==> config.mk <==
export PLATFORM = sky130hd
export DESIGN_NAME = ysyx_22040228_clint_flat
export DESIGN_NICKNAME = d
export VERILOG_FILES = /design/src/rtl/ysyx_22040228_clint_if.sv /design/src/rtl/ysyx_22040228_clint.sv /design/src/flat_wrapper.sv
export SDC_FILE = /design/constraint.sdc
export NUM_CORES = 1
export LEC_CHECK = 0
export ABC_CLOCK_PERIOD_IN_PS = 2800
export BUFFER_PORTS_ARGS = -buffer_cell sky130_fd_sc_hd__buf_2
export CORE_AREA = 2 2 146 148
export CTS_BUF_LIST = sky130_fd_sc_hd__clkbuf_16
export DETAILED_ROUTE_END_ITERATION = 10
export DIE_AREA = 0 0 148 150
export PLACE_DENSITY_LB_ADDON = 0.2
export SETUP_SLACK_MARGIN = 0.1
export SLEW_MARGIN = 20
export SYNTH_ARGS = -nofsm -noshare
export SYNTH_HDL_FRONTEND = slang
export SYNTH_SLANG_ARGS = --single-unit
==> constraint.sdc <==
create_clock -name clk -period 2.8 [get_ports clk]
set_input_delay 0.42 -clock clk [delete_from_list [all_inputs] [get_ports clk]]
set_output_delay 0.42 -clock clk [all_outputs]
set_load 0.02 [all_outputs]
==> src/rtl/ysyx_22040228_clint_if.sv <==
// LSU <-> CLINT load/store port: one request channel, one response channel,
// at most one transaction in flight.
interface ysyx_22040228_clint_if;
   logic        req_valid;
   logic        req_ready;
   logic        req_we;
   logic [63:0] req_addr;
   logic [63:0] req_wdata;
   logic [7:0]  req_wstrb;
   logic        rsp_valid;
   logic        rsp_ready;
   logic [63:0] rsp_rdata;
   logic        rsp_err;

   // LSU side
   modport master (
      output req_valid, req_we, req_addr, req_wdata, req_wstrb, rsp_ready,
      input  req_ready, rsp_valid, rsp_rdata, rsp_err
   );

   // CLINT side
   modport slave (
      input  req_valid, req_we, req_addr, req_wdata, req_wstrb, rsp_ready,
      output req_ready, rsp_valid, rsp_rdata, rsp_err
   );
endinterface

==> src/rtl/ysyx_22040228_clint.sv <==
// Core-local interruptor: mtime / mtimecmp / msip behind a single-outstanding
// load/store port, plus the registered machine-timer pending level.
module ysyx_22040228_clint #(
   parameter logic [63:0] BASE_ADDR = 64'h0000_0000_0200_0000,
   parameter int unsigned TICK_DIV  = 1
) (
   input  logic                       clk,
   input  logic                       rst,
   ysyx_22040228_clint_if.slave       bus,
   output logic                       tmr_intr_ena,
   output logic                       msip_o
);

   typedef enum logic {IDLE, RESP} state_t;

   // Register offsets expressed as 8-byte word indices (address bits [15:3]).
   localparam logic [12:0] WORD_MSIP     = 13'h0000;
   localparam logic [12:0] WORD_MTIMECMP = 13'h0800;
   localparam logic [12:0] WORD_MTIME    = 13'h17FF;
   localparam logic [15:0] PRESC_LAST    = 16'(TICK_DIV - 1);

   state_t      state;
   logic [63:0] mtime;
   logic [63:0] mtimecmp;
   logic        msip;
   logic [15:0] presc;

   logic        accept;
   logic        store;
   logic        in_window;
   logic        sel_msip;
   logic        sel_mtimecmp;
   logic        sel_mtime;
   logic        mapped;
   logic        tick;
   logic [63:0] mtime_inc;
   logic [63:0] mtime_next;
   logic [63:0] mtimecmp_next;
   logic        msip_next;
   logic [63:0] load_data;
   logic        unused_addr_bits;

   // Replace only the bytes whose strobe is set.
   function automatic logic [63:0] merge_bytes(input logic [63:0] old_val,
                                               input logic [63:0] new_val,
                                               input logic [7:0]  strb);
      logic [63:0] res;
      res = old_val;
      for (int i = 0; i < 8; i++) begin
         if (strb[i]) begin
            res[i*8 +: 8] = new_val[i*8 +: 8];
         end
      end
      return res;
   endfunction

   // The byte offset inside a word is meaningless for 64-bit registers.
   assign unused_addr_bits = ^bus.req_addr[2:0];
   assign msip_o           = msip;

   // Address decode, tick generation and next-state values of the registers;
   // a store overrides the ticked mtime only in the bytes it writes.
   always_comb begin
      accept        = bus.req_valid && (state == IDLE);
      store         = accept && bus.req_we;
      in_window     = (bus.req_addr[63:16] == BASE_ADDR[63:16]);
      sel_msip      = in_window && (bus.req_addr[15:3] == WORD_MSIP);
      sel_mtimecmp  = in_window && (bus.req_addr[15:3] == WORD_MTIMECMP);
      sel_mtime     = in_window && (bus.req_addr[15:3] == WORD_MTIME);
      mapped        = sel_msip || sel_mtimecmp || sel_mtime;
      tick          = (presc == PRESC_LAST);
      mtime_inc     = tick ? (mtime + 64'd1) : mtime;
      mtime_next    = mtime_inc;
      mtimecmp_next = mtimecmp;
      msip_next     = msip;
      load_data     = 64'd0;
      if (store && sel_mtime) begin
         mtime_next = merge_bytes(mtime_inc, bus.req_wdata, bus.req_wstrb);
      end
      if (store && sel_mtimecmp) begin
         mtimecmp_next = merge_bytes(mtimecmp, bus.req_wdata, bus.req_wstrb);
      end
      if (store && sel_msip && bus.req_wstrb[0]) begin
         msip_next = bus.req_wdata[0];
      end
      if (!bus.req_we) begin
         if (sel_msip) begin
            load_data = {63'd0, msip};
         end else if (sel_mtimecmp) begin
            load_data = mtimecmp;
         end else if (sel_mtime) begin
            load_data = mtime;
         end
      end
   end

   // Timer, compare and software-interrupt registers plus the pending level,
   // which is compared from the values held before this edge.
   always_ff @(posedge clk) begin
      if (rst) begin
         presc        <= 16'd0;
         mtime        <= 64'd0;
         mtimecmp     <= 64'hFFFF_FFFF_FFFF_FFFF;
         msip         <= 1'b0;
         tmr_intr_ena <= 1'b0;
      end else begin
         presc        <= tick ? 16'd0 : (presc + 16'd1);
         mtime        <= mtime_next;
         mtimecmp     <= mtimecmp_next;
         msip         <= msip_next;
         tmr_intr_ena <= (mtime >= mtimecmp);
      end
   end

   // Request/response handshake with registered ready, valid, data and error.
   always_ff @(posedge clk) begin
      if (rst) begin
         state         <= IDLE;
         bus.req_ready <= 1'b1;
         bus.rsp_valid <= 1'b0;
         bus.rsp_rdata <= 64'd0;
         bus.rsp_err   <= 1'b0;
      end else begin
         case (state)
            IDLE: begin
               if (bus.req_valid) begin
                  state         <= RESP;
                  bus.req_ready <= 1'b0;
                  bus.rsp_valid <= 1'b1;
                  bus.rsp_rdata <= load_data;
                  bus.rsp_err   <= !mapped;
               end
            end
            RESP: begin
               if (bus.rsp_ready) begin
                  state         <= IDLE;
                  bus.req_ready <= 1'b1;
                  bus.rsp_valid <= 1'b0;
               end
            end
            default: begin
               state         <= IDLE;
               bus.req_ready <= 1'b1;
               bus.rsp_valid <= 1'b0;
            end
         endcase
      end
   end

endmodule
==> src/flat_wrapper.sv <==
// flat-port wrapper written by rule: the top's interface ports become plain ports
module ysyx_22040228_clint_flat 
#(
   parameter logic [63:0] BASE_ADDR = 64'h0000_0000_0200_0000,
   parameter int unsigned TICK_DIV  = 1
)
  (clk, rst, tmr_intr_ena, msip_o, bus_req_valid, bus_req_we, bus_req_addr, bus_req_wdata, bus_req_wstrb, bus_rsp_ready, bus_req_ready, bus_rsp_valid, bus_rsp_rdata, bus_rsp_err);
  ysyx_22040228_clint_if bus_i ();
  input  logic clk;
  input  logic rst;
  output logic tmr_intr_ena;
  output logic msip_o;
  input wire logic [$bits(bus_i.req_valid)-1:0] bus_req_valid;
  input wire logic [$bits(bus_i.req_we)-1:0] bus_req_we;
  input wire logic [$bits(bus_i.req_addr)-1:0] bus_req_addr;
  input wire logic [$bits(bus_i.req_wdata)-1:0] bus_req_wdata;
  input wire logic [$bits(bus_i.req_wstrb)-1:0] bus_req_wstrb;
  input wire logic [$bits(bus_i.rsp_ready)-1:0] bus_rsp_ready;
  output wire logic [$bits(bus_i.req_ready)-1:0] bus_req_ready;
  output wire logic [$bits(bus_i.rsp_valid)-1:0] bus_rsp_valid;
  output wire logic [$bits(bus_i.rsp_rdata)-1:0] bus_rsp_rdata;
  output wire logic [$bits(bus_i.rsp_err)-1:0] bus_rsp_err;
  assign bus_i.req_valid = bus_req_valid;
  assign bus_i.req_we = bus_req_we;
  assign bus_i.req_addr = bus_req_addr;
  assign bus_i.req_wdata = bus_req_wdata;
  assign bus_i.req_wstrb = bus_req_wstrb;
  assign bus_i.rsp_ready = bus_rsp_ready;
  assign bus_req_ready = bus_i.req_ready;
  assign bus_rsp_valid = bus_i.rsp_valid;
  assign bus_rsp_rdata = bus_i.rsp_rdata;
  assign bus_rsp_err = bus_i.rsp_err;
  ysyx_22040228_clint #(.BASE_ADDR(BASE_ADDR), .TICK_DIV(TICK_DIV)) u_core (.clk(clk), .rst(rst), .bus(bus_i), .tmr_intr_ena(tmr_intr_ena), .msip_o(msip_o));
endmodule
==> results.env, run 1 <==
MAX_CAP_VIOL_COUNT=0
DIE_X_UM=148
SYNTH-SEQ-CELLS=214
GRT_SETUP_UNREPAIRED='no'
NETLIST-CELL-TYPE-COUNT=58
WORST_SETUP_PATH_END_KIND='flop'
WORST_SETUP_HOLD_PATH_CLK_SLEW_NS=0.06
CLK-INSERTION-DELAY-LATE_NS=0.52
DP_CELLS=1826
BUFFER_PORTS.INSERTED=206
FINAL_NETS=1785
TIMING.FINAL.WS_SETUP_NS=0.2040
SYNTH_NETS=1584
FLOORPLAN.DIE_AREA_UM2=22200
WORST-ENDPOINT-REQUIRED_NS=3.21
SYNTH_AREA_PER_CELL_UM2=8.313
CRIT_PATH_TOP_DELAY_CELL='sky130_fd_sc_hd__nor4_1'
ANTENNA_VIOLATION_NET_COUNT_AFTER_DETAILED_ROUTING=0
START_UTIL_PCT=55.29
FIRST_ITER_VIOLATIONS=600
VIASPERCELL=5.635
CLKSINKCOUNT=214
CRIT-REG2REG-LAUNCH='u_core.mtime[11]'
ROOT_BUFFER='sky130_fd_sc_hd__clkbuf_16'
DRC=0
P_PER_AREA_nW_PER_UM2=479.3
TOTALWIRELENGTH_UM=30450
NETLIST_AREA_BEFORE_PLACEMENT_UM2=11440
TOTALNEGATIVESETUPSLACK_NS=0
TIMING.FINAL.SETUP_VIOLATIONS=0
CLOCKBUFFERDEPTH=3
AREA_GROWTH_FROM_SYNTHESIS_TO_LAYOUT_PCT=19.63
GRT_PASS1_WL_UM=49450
GRT_PASS1_VIAS=10160
MULTI_INPUT_COMB_AREA_UM2=6330
SETUP_CLOCK_SKEW_AFTER_LAYOUT_NS=0.01113
DIE_HEIGHT_UM=150
CP_NUM_CELLS=8
CRITICAL_PATH.ENDPOINT='u_core.mtime[62]'
CP.ARRIVAL_NS=3.00
NETLIST_INSTANCES=1376
REPORT.FINAL.SLEW_VIOL_COUNT=0
GRT_USAGE_PCT=27.16
MIN_FROM='bus_rsp_ready'
TRITONCTS='built'
WORST_R2R_ENDPOINT='u_core.mtime[62]'
MAX-VDD-IR-DROP_uV=369.5
CTS_REPAIR_RESIZE_COUNT=0
MAXIMUM_NUMBER_OF_PINS_ON_ONE_NET_BEFORE_GLOBAL_ROUTE_REPAIR=43
DETAILEDROUTE.FIRSTPASSITERATIONCOUNT=5
SLOWEST_STAGE_DELAY_ON_CRITICAL_PATH_NS=0.49
PERIOD_NEEDED_NS=2.596
HOLD_WS_NS=0.1131
HTREEDEPTH=1
TIMING.CRITICAL_PATH.CELLS='nand4_1 > nor4_1 > buf_4 > nand4_1 > buf_12 > nor4_1 > xnor2_1 > o21ai_1'
OUTCOME='completed'
HOLD_VIOL_FINAL=0
GLOBALROUTE.TOTALOVERFLOW=0
VIAS=10550
INSTANCES_NO_FILL=1873
FMAX_MHz=385.2
POWER.STATIC_LEAKAGE_uW=0.006301
MAXSLEWHEADROOM_PCT=56.25
PRECTSSETUPSLACK_NS=0.02854
POST_CTS_BUFFERS=0
REGISTER_AREA_UM2=4284
GP_CONGESTION=0.8913
FINAL.PERIOD_UTILIZATION_PCT=92.72
MOSTFREQUENTLAYOUTCELL='sky130_fd_sc_hd__dfxtp_1'
HP-CLASS='input port to flop'
CP_MAX_FO=13
DRIVE_ABOVE_1_SHARE_PCT=20.64
YOSYS_WARNINGS=0
IOPINCOUNT=210
TIMING_WORST_SETUP_PATH_TYPE='flop to flop'
R2R_CELLS=8
CRITPATHLAUNCHTYPE='flop'
MOST-COMMON-LAYOUT-CELLS='sky130_fd_sc_hd__dfxtp_1, sky130_fd_sc_hd__buf_2, sky130_fd_sc_hd__nor2_1'
NUMCTSBUFFERS=24
MAX_SLEW.WORST_PIN.SLEW_NS=0.6513
DESIGN_POWER_TOTAL_uW=6558
CORE_ROWS=53
CRIT_PATH_START='u_core.mtime[11]'
FINAL.FILL_COUNT=1780
GRT_ANTENNA_BEFORE_REPAIR=3
SEQ_AREA_FRAC_SYNTH_PCT=37.45
LARGEST_DELAY_SHARE_FAMILY_WORST_PATH='simple AND/OR/NAND/NOR gates'
HOLDBUFCOUNTCTS=0
PLACE_HPWL_UM=22210
COREAREA_UM2=20690
TIMING.REG2REG.SETUP_SLACK_NS=0.20
WL_PER_CELL_UM=16.26
CRIT_BUF_INV=2
## worst reg2reg max path: cells and delay by family, from the launching register on
family,cells,cell delay [ns]
simple gates,4,1.35
buf+inv,2,0.42
xor+xnor,1,0.18
flops,1,0.45
compound gates,1,0.07
## area by class of cell
cell class	instances	area share [%]
antenna	4	0.07315
clock buffer	25	4.572
clock inverter	18	1.243
inverter	133	3.648
multi-input combinational	958	46.26
sequential	214	31.31
tap	275	2.514
timing repair buffer	246	10.39
## cells by family after synthesis
kind of cell	synth area share (%)
flip-flops	37.45
XOR/XNOR	5.436
multiplexers	0.9736
buffers and inverters	7.373
AO/OA/AOI/OAI	19.28
AND/OR/NAND/NOR	22.15
adder cells (fa/ha/maj)	7.329
## worst min path at each step
stage,endpoint,depth (start not counted)
3_5_place_dp,u_core.bus.rsp_rdata[22],2
2_1_floorplan,u_core.presc[0],1
6_report,u_core.state,2
3_3_place_gp,u_core.bus.rsp_rdata[0],1
5_1_grt,u_core.state,2
4_1_cts,u_core.mtime[61],3
## metal layers
metal,wire [um],vias up,GRT usage [%]
met2,14630,299,47.11
met1,12930,4921,34.27
li1,-,5258,-
met5,0,-,0
met3,1814,76,3.628
met4,1075,0,10.71
## report_power, final
group / switching [uW] / total (uW) / internal (uW) / leakage (uW)
combinational: 195 / 314 / 119 / 0.00418
sequential: 10.3 / 3060 / 3050 / 0.00173
clock: 1290 / 3180 / 1890 / 0.000394
total: 1490 / 6560 / 5070 / 0.00630
## cell usage after synthesis, drive strengths merged
cell	count	share of area, %
a2111oi	1	0.077
a211o	57	4.4
a211oi	49	3.8
a21o	6	0.39
a21oi	30	1.3
a221o	1	0.088
a221oi	3	0.23
a22oi	64	4.2
a31o	2	0.15
and2	10	0.55
and3	15	0.82
and4	2	0.15
and4b	2	0.18
buf	32	1.7
clkbuf	39	1.3
dfxtp	214	37
ha	67	7.3
inv	133	4.4
mux2	1	0.098
mux2i	10	0.88
nand2	128	4.2
nand2b	3	0.16
nand3	47	2.3
nand3b	1	0.066
nand4	48	3.7
nand4b	1	0.077
nor2	166	5.4
nor2b	3	0.16
nor3	20	1.1
nor3b	1	0.066
nor4	34	2.3
nor4b	4	0.36
o211ai	1	0.066
o21ai	94	4.1
o21bai	3	0.20
o31a	1	0.077
o31ai	2	0.13
o41a	1	0.098
or2	2	0.11
or3	4	0.22
or4	3	0.23
xnor2	40	3.1
xor2	31	2.4
## sequential cells by signal (all words and copies together), names as in the netlist
| register | count |
|---|---|
| u_core.bus.rsp_rdata | 64 |
| u_core.mtime | 64 |
| u_core.mtimecmp | 64 |
| u_core.presc | 16 |
| u_core.bus.req_ready | 1 |
| u_core.bus.rsp_err | 1 |
| u_core.bus.rsp_valid | 1 |
| u_core.msip_o | 1 |
| u_core.state | 1 |
| u_core.tmr_intr_ena | 1 |
## metrics by stage
step	cell area [um^2]	utilization (%)
2_1_floorplan	11440	-
3_3_place_gp	12880	62.25
3_5_place_dp	12880	62.25
4_1_cts	13670	66.09
5_1_grt	13680	66.13
6_report	13680	66.14
Power figures use the tool's default switching activity.
==> run 2, diff against run 1 <==
--- a/config.mk
+++ b/config.mk
@@ -5,12 +5,12 @@
 export SDC_FILE = /design/constraint.sdc
 export NUM_CORES = 1
 export LEC_CHECK = 0
-export ABC_CLOCK_PERIOD_IN_PS = 2800
-export BUFFER_PORTS_ARGS = -buffer_cell sky130_fd_sc_hd__buf_2
-export CORE_AREA = 2 2 146 148
+export CAP_MARGIN = 20
+export CORE_AREA = 2 2 142 144
 export CTS_BUF_LIST = sky130_fd_sc_hd__clkbuf_16
 export DETAILED_ROUTE_END_ITERATION = 10
-export DIE_AREA = 0 0 148 150
+export DIE_AREA = 0 0 144 146
+export DONT_BUFFER_PORTS = 1
 export PLACE_DENSITY_LB_ADDON = 0.2
 export SETUP_SLACK_MARGIN = 0.1
 export SLEW_MARGIN = 20
==> run 2 against run 1 <==
Clock skew decreased by 0.0027 ns. Critical endpoint unchanged. Routed wire length down 1.7%. Global-route usage up 1.0 points.
==> results.env, run 2 (synthesis results as in run 1) <==
PERIOD_NEEDED_NS=2.479
GRT_USAGE_PCT=28.16
CRITPATHLAUNCHTYPE='flop'
FLOORPLAN.DIE_AREA_UM2=21020
PRECTSSETUPSLACK_NS=0.2295
PLACE_HPWL_UM=20960
DRC=0
AREA_GROWTH_FROM_SYNTHESIS_TO_LAYOUT_PCT=8.653
IOPINCOUNT=210
TRITONCTS='built'
ANTENNA_VIOLATION_NET_COUNT_AFTER_DETAILED_ROUTING=0
ROUTED_WIRE_LENGTH_ON_MET3_UM=2094
HOLD_VIOL_FINAL=0
WORST-ENDPOINT-REQUIRED_NS=3.19
MAXSLEWHEADROOM_PCT=38.05
HTREEDEPTH=1
MAX-VDD-IR-DROP_uV=429.0
GLOBALROUTE.TOTALOVERFLOW=0
VIAS=9670
TOTALWIRELENGTH_UM=29930
BUFFER_PORTS.INSERTED=0
CRIT_BUF_INV=2
TIMING.CRITICAL_PATH.CELLS='nand4_1 > nor4_1 > buf_4 > nand4_1 > buf_4 > nor4_1 > xnor2_1 > o21ai_1'
CRIT-REG2REG-LAUNCH='u_core.mtime[10]'
WORST_SETUP_HOLD_PATH_CLK_SLEW_NS=0.06
SEQUENTIALPOWERSHARE_PCT=52.0
FINALCOREUTILIZATION_PCT=64.28
TIMING.FINAL.WS_SETUP_NS=0.3212
MIN_FROM='bus_rsp_ready'
PWR-SHARE-CLK_PCT=45.4
CLKSINKCOUNT=214
OUTCOME='completed'
GRT_SETUP_UNREPAIRED='no'
SLOWEST_STAGE_DELAY_ON_CRITICAL_PATH_NS=0.55
COREAREA_UM2=19330
INSTANCES_NO_FILL=1643
TIMING_WORST_SETUP_PATH_TYPE='flop to flop'
FINAL.PERIOD_UTILIZATION_PCT=88.53
WORST_SETUP_PATH_END_KIND='flop'
MET2ROUTEDLENGTH_UM=14180
GRT_PASS1_WL_UM=48040
NUMCTSBUFFERS=23
VIASPERCELL=5.886
TIMING.FINAL.SETUP_VIOLATIONS=0
WIRELENGTH_MET1_UM=12860
CP_MAX_FO=13
DESIGN_POWER_TOTAL_uW=5901
REPORT.FINAL.SLEW_VIOL_COUNT=0
CRIT_PATH_START='u_core.mtime[10]'
FINAL.FILL_COUNT=1653
MAX_CAP_VIOL_COUNT=0
DP_CELLS=1600
POWER.SHARE.COMBINATIONAL_PCT=2.6
FIRST_ITER_VIOLATIONS=511
P_INT_uW=4582
CRIT_PATH_TOP_DELAY_CELL='sky130_fd_sc_hd__nor4_1'
MAX_SLEW.WORST_PIN.SLEW_NS=0.9262
GP_CONGESTION=0.9372
TOTALNEGATIVESETUPSLACK_NS=0
GRT_ANTENNA_BEFORE_REPAIR=0
CORE_ROWS=51
DETAILEDROUTE.FIRSTPASSITERATIONCOUNT=6
DRIVE_ABOVE_1_SHARE_PCT=7.620
BIGGESTREGSBYFLOPS='u_core.bus.rsp_rdata x64, u_core.mtime x64, u_core.mtimecmp x64'
ROUTE.TOP_LAYER_USED='met4'
DIE_HEIGHT_UM=146
CLOCKBUFFERDEPTH=3
NETSWITCHINGFRACTION_PCT=22.36
ROOT_BUFFER='sky130_fd_sc_hd__clkbuf_16'
FMAX_MHz=403.4
NET-SWITCHING-POWER_uW=1320
HP-CLASS='input port to flop'
WL_PER_CELL_UM=18.22
DIE_X_UM=144
LARGEST_DELAY_SHARE_FAMILY_WORST_PATH='simple AND/OR/NAND/NOR gates'
CLK-INSERTION-DELAY-LATE_NS=0.51
GRT_PASS1_VIAS=9294
SETUP_CLOCK_SKEW_AFTER_LAYOUT_NS=0.008461
MOSTFREQUENTLAYOUTCELL='sky130_fd_sc_hd__dfxtp_1'
START_UTIL_PCT=59.16
POWER.STATIC_LEAKAGE_uW=0.005279
MOST-COMMON-LAYOUT-CELLS='sky130_fd_sc_hd__dfxtp_1, sky130_fd_sc_hd__nor2_1, sky130_fd_sc_hd__inv_1'
FINAL_NETS=1572
CP.ARRIVAL_NS=2.87
ANTENNA_CELLS_INSERTED=0
P_PER_AREA_nW_PER_UM2=474.8
MAXIMUM_NUMBER_OF_PINS_ON_ONE_NET_BEFORE_GLOBAL_ROUTE_REPAIR=93
-- run 2: power by group through the flow --
| stage | clock network, uW | registers [uW] | logic, uW |
|---|---|---|---|
| 2_1_floorplan | 0 | 3130 | 123 |
| 3_3_place_gp | 0 | 3140 | 123 |
| 6_report | 2680 | 3070 | 151 |
| 4_1_cts | 2730 | 3070 | 151 |
| 3_5_place_dp | 0 | 3140 | 125 |
| 5_1_grt | 2840 | 3070 | 166 |
-- run 2: layout make-up --
cell class                 count  area, um^2  share of cell area [%]
multi-input combinational    958        6330                   50.93
sequential                   214        4284                   34.47
clock buffer                  23       575.6                   4.631
inverter                     133       499.2                   4.017
timing repair buffer          34       337.8                   2.718
tap                          265       331.6                   2.668
clock inverter                16       70.07                  0.5638
-- run 2: final timing paths --
path / to / slack [ns] / depth (start not counted)
min: u_core.state / 0.01 / 1
min reg2reg: u_core.presc[0] / 0.48 / 1
max: u_core.mtime[62] / 0.32 / 8
max reg2reg: u_core.mtime[62] / 0.32 / 8
-- run 2: per-layer routing --
layer / vias to the layer above / GRT usage, %
li1: 4822 / -
met1: 4542 / 36.17
met2: 251 / 47.05
met3: 55 / 6.614
met4: 0 / 8.088
met5: - / 0
-- run 2: metrics by stage --
step | area (um^2) | hold WS, ns
6_report | 12430 | 0.01413
5_1_grt | 12430 | 0.007557
2_1_floorplan | 11440 | 0.4417
4_1_cts | 12430 | 0.0005611
3_3_place_gp | 11730 | 0.4630
3_5_place_dp | 11730 | 0.4722
-- run 2: worst register-to-register path, cell delays in order (launching register included) --
cell and delay [ns]:
sky130_fd_sc_hd__dfxtp_1 0.45, sky130_fd_sc_hd__nand4_1 0.28, sky130_fd_sc_hd__nor4_1 0.55, sky130_fd_sc_hd__buf_4 0.21, sky130_fd_sc_hd__nand4_1 0.09, sky130_fd_sc_hd__buf_4 0.23
sky130_fd_sc_hd__nor4_1 0.32, sky130_fd_sc_hd__xnor2_1 0.17, sky130_fd_sc_hd__o21ai_1 0.07
-- run 2: repair_timing --
item / 4_1_cts / 5_1_grt
endpoints found under the setup margin: 0 / 0
gates resized for setup: 0 / 0
hold buffers: 4 / 0
buffers inserted: 0 / 0
hold endpoints to repair: 25 / 0
==> run 3, diff against run 2 <==
--- a/config.mk
+++ b/config.mk
@@ -6,10 +6,10 @@
 export NUM_CORES = 1
 export LEC_CHECK = 0
 export CAP_MARGIN = 20
-export CORE_AREA = 2 2 142 144
+export CORE_AREA = 2 2 173 175
 export CTS_BUF_LIST = sky130_fd_sc_hd__clkbuf_16
 export DETAILED_ROUTE_END_ITERATION = 10
-export DIE_AREA = 0 0 144 146
+export DIE_AREA = 0 0 175 177
 export DONT_BUFFER_PORTS = 1
 export PLACE_DENSITY_LB_ADDON = 0.2
 export SETUP_SLACK_MARGIN = 0.1
==> run 3 against run 2 <==
Total power is 12% higher. Critical endpoint unchanged. Sequential cell count stayed put. Cell count is 9.3% higher. Fmax is 2.2% higher. Core utilization is 20 points lower. Clock skew is 0.0087 ns higher. Largest power group is now the clock network.
==> results.env, run 3 (synthesis results as in run 1) <==
PRECTSSETUPSLACK_NS=0.2335
CORE_ROWS=63
CLKSINKCOUNT=214
WORST_SETUP_PATH_END_KIND='flop'
MAX_SLEW.WORST_PIN.SLEW_NS=0.8659
WORST_R2R_ENDPOINT='u_core.mtime[62]'
TOTALNEGATIVESETUPSLACK_NS=0
CP_MAX_FO=13
FMAX_MHz=412.2
CRITICAL_PATH.ENDPOINT='u_core.mtime[62]'
MAX_CAP_VIOL_COUNT=0
TIMING.FINAL.WS_SETUP_NS=0.3740
MOSTFREQUENTLAYOUTCELL='sky130_fd_sc_hd__dfxtp_1'
POWER.SHARE.COMBINATIONAL_PCT=2.9
P_PER_AREA_nW_PER_UM2=508.0
BIGGESTREGSBYFLOPS='u_core.bus.rsp_rdata x64, u_core.mtime x64, u_core.mtimecmp x64'
GRT_USAGE_PCT=20.79
NUMCTSBUFFERS=26
POWER.STATIC_LEAKAGE_uW=0.005469
CLK-INSERTION-DELAY-LATE_NS=0.53
GRT_PASS1_VIAS=9377
ROOT_BUFFER='sky130_fd_sc_hd__clkbuf_16'
R2R_CELLS=8
PWR-SHARE-CLK_PCT=50.5
DIE_X_UM=175
WL_PER_CELL_UM=18.30
ANTENNA_VIOLATION_NET_COUNT_AFTER_DETAILED_ROUTING=0
GP_CONGESTION=0.8294
POST_CTS_BUFFERS=0
FINAL.PERIOD_UTILIZATION_PCT=86.64
GLOBALROUTE.TOTALOVERFLOW=0
TRITONCTS='built'
GRT_PASS1_WL_UM=51260
DETAILEDROUTE.FIRSTPASSITERATIONCOUNT=5
MAX-VDD-IR-DROP_uV=578.3
PLACE_HPWL_UM=23030
HOLD_VIOL_FINAL=0
SEQUENTIALPOWERSHARE_PCT=46.6
FIRST_ITER_VIOLATIONS=550
CRIT_PATH_START='u_core.mtime[11]'
AREA_GROWTH_FROM_SYNTHESIS_TO_LAYOUT_PCT=13.44
START_UTIL_PCT=39.11
CLOCKBUFFERDEPTH=3
TIMING.FINAL.SETUP_VIOLATIONS=0
MOST-COMMON-LAYOUT-CELLS='sky130_fd_sc_hd__dfxtp_1, sky130_fd_sc_hd__nor2_1, sky130_fd_sc_hd__inv_1'
REPORT.FINAL.SLEW_VIOL_COUNT=0
SETUP_CLOCK_SKEW_AFTER_LAYOUT_NS=0.01716
CRITPATHLAUNCHTYPE='flop'
GRT_SETUP_UNREPAIRED='no'
VIASPERCELL=5.413
ANTENNA_CELLS_INSERTED=0
NET-SWITCHING-POWER_uW=1465
IOPINCOUNT=210
WORST_SETUP_HOLD_PATH_CLK_SLEW_NS=0.06
OUTCOME='completed'
MAXSLEWHEADROOM_PCT=42.09
HTREEDEPTH=1
HP-CLASS='input port to flop'
TIMING.REG2REG.SETUP_SLACK_NS=0.37
NETSWITCHINGFRACTION_PCT=22.22
DRC=0
HOLDBUFCOUNTCTS=17
WORST-ENDPOINT-REQUIRED_NS=3.21
BUFFER_PORTS.INSERTED=0
MAXIMUM_NUMBER_OF_PINS_ON_ONE_NET_BEFORE_GLOBAL_ROUTE_REPAIR=54
VIAS=9717
PERIOD_NEEDED_NS=2.426
FLOORPLAN.DIE_AREA_UM2=30980
CRIT-REG2REG-LAUNCH='u_core.mtime[11]'
DRIVE_ABOVE_1_SHARE_PCT=8.541
CP.ARRIVAL_NS=2.83
P_INT_uW=5127
MIN_FROM='bus_req_wdata[53]'
DIE_HEIGHT_UM=177
CTS_REPAIR_RESIZE_COUNT=0
TOTALWIRELENGTH_UM=32840
TIMING_WORST_SETUP_PATH_TYPE='flop to flop'
FINAL_NETS=1595
COREAREA_UM2=29240
GRT_ANTENNA_BEFORE_REPAIR=0
[run 3: changes by cell type in the layout (fill, tap and decap cells not counted)]
cell / previous run / this run
sky130_fd_sc_hd__dlygate4sd3_1: 3 / 16
sky130_fd_sc_hd__buf_4: 25 / 32
sky130_fd_sc_hd__clkbuf_16: 23 / 27
sky130_fd_sc_hd__bufinv_16: 0 / 3
sky130_fd_sc_hd__buf_12: 6 / 4
sky130_fd_sc_hd__buf_16: 0 / 2
sky130_fd_sc_hd__clkinv_1: 6 / 5
sky130_fd_sc_hd__clkinvlp_4: 1 / 2
[run 3: stage by stage]
stage          hold slack [ns]  total power, uW  std cells  utilization [%]  instance area (um^2)
2_1_floorplan           0.4417             3256       1376                -                 11440
3_3_place_gp            0.4638             3263       1731            40.77                 11920
3_5_place_dp            0.4684             3264       1731            40.77                 11920
4_1_cts              0.0006538             6667       1794            44.34                 12970
5_1_grt               0.007842             6798       1795            44.37                 12980
6_report               0.02550             6591       1795            44.37                 12980
[run 3: final cells by class]
class                      instances  area, um^2
fill                            2935       16270
multi-input combinational        958        6330
sequential                       214        4284
clock buffer                      27       675.6
timing repair buffer              54       535.5
inverter                         133       499.2
tap                              390       488.0
clock inverter                    19       163.9
[run 3: per-layer routing]
metal,track usage (%),wire length [um]
met2,36.63,15840
met1,25.05,14080
met4,4.861,597
met5,0,0
met3,5.906,2328
[run 3: worst min-delay path by stage]
stage,endpoint,cells after the start
finish,u_core.mtime[53],2
global route,u_core.mtime[48],2
CTS,u_core.mtime[53],2
detailed placement,u_core.presc[0],1
global placement,u_core.presc[0],1
floorplan,u_core.presc[0],1
[run 3: worst max-delay path: stages (launching register included)]
cell	delay, ns
sky130_fd_sc_hd__dfxtp_1	0.45
sky130_fd_sc_hd__nand4_1	0.28
sky130_fd_sc_hd__nor4_1	0.48
sky130_fd_sc_hd__buf_4	0.20
sky130_fd_sc_hd__nand4_1	0.12
sky130_fd_sc_hd__buf_4	0.25
sky130_fd_sc_hd__nor4_1	0.30
sky130_fd_sc_hd__xnor2_1	0.16
sky130_fd_sc_hd__o21ai_1	0.07
[run 3: power by group through the flow]
stage	Combinational [uW]	Sequential (uW)	Clock (uW)
2_1_floorplan	123	3130	0
6_report	193	3070	3330
3_3_place_gp	127	3140	0
3_5_place_dp	128	3140	0
4_1_cts	193	3070	3400
5_1_grt	211	3070	3520
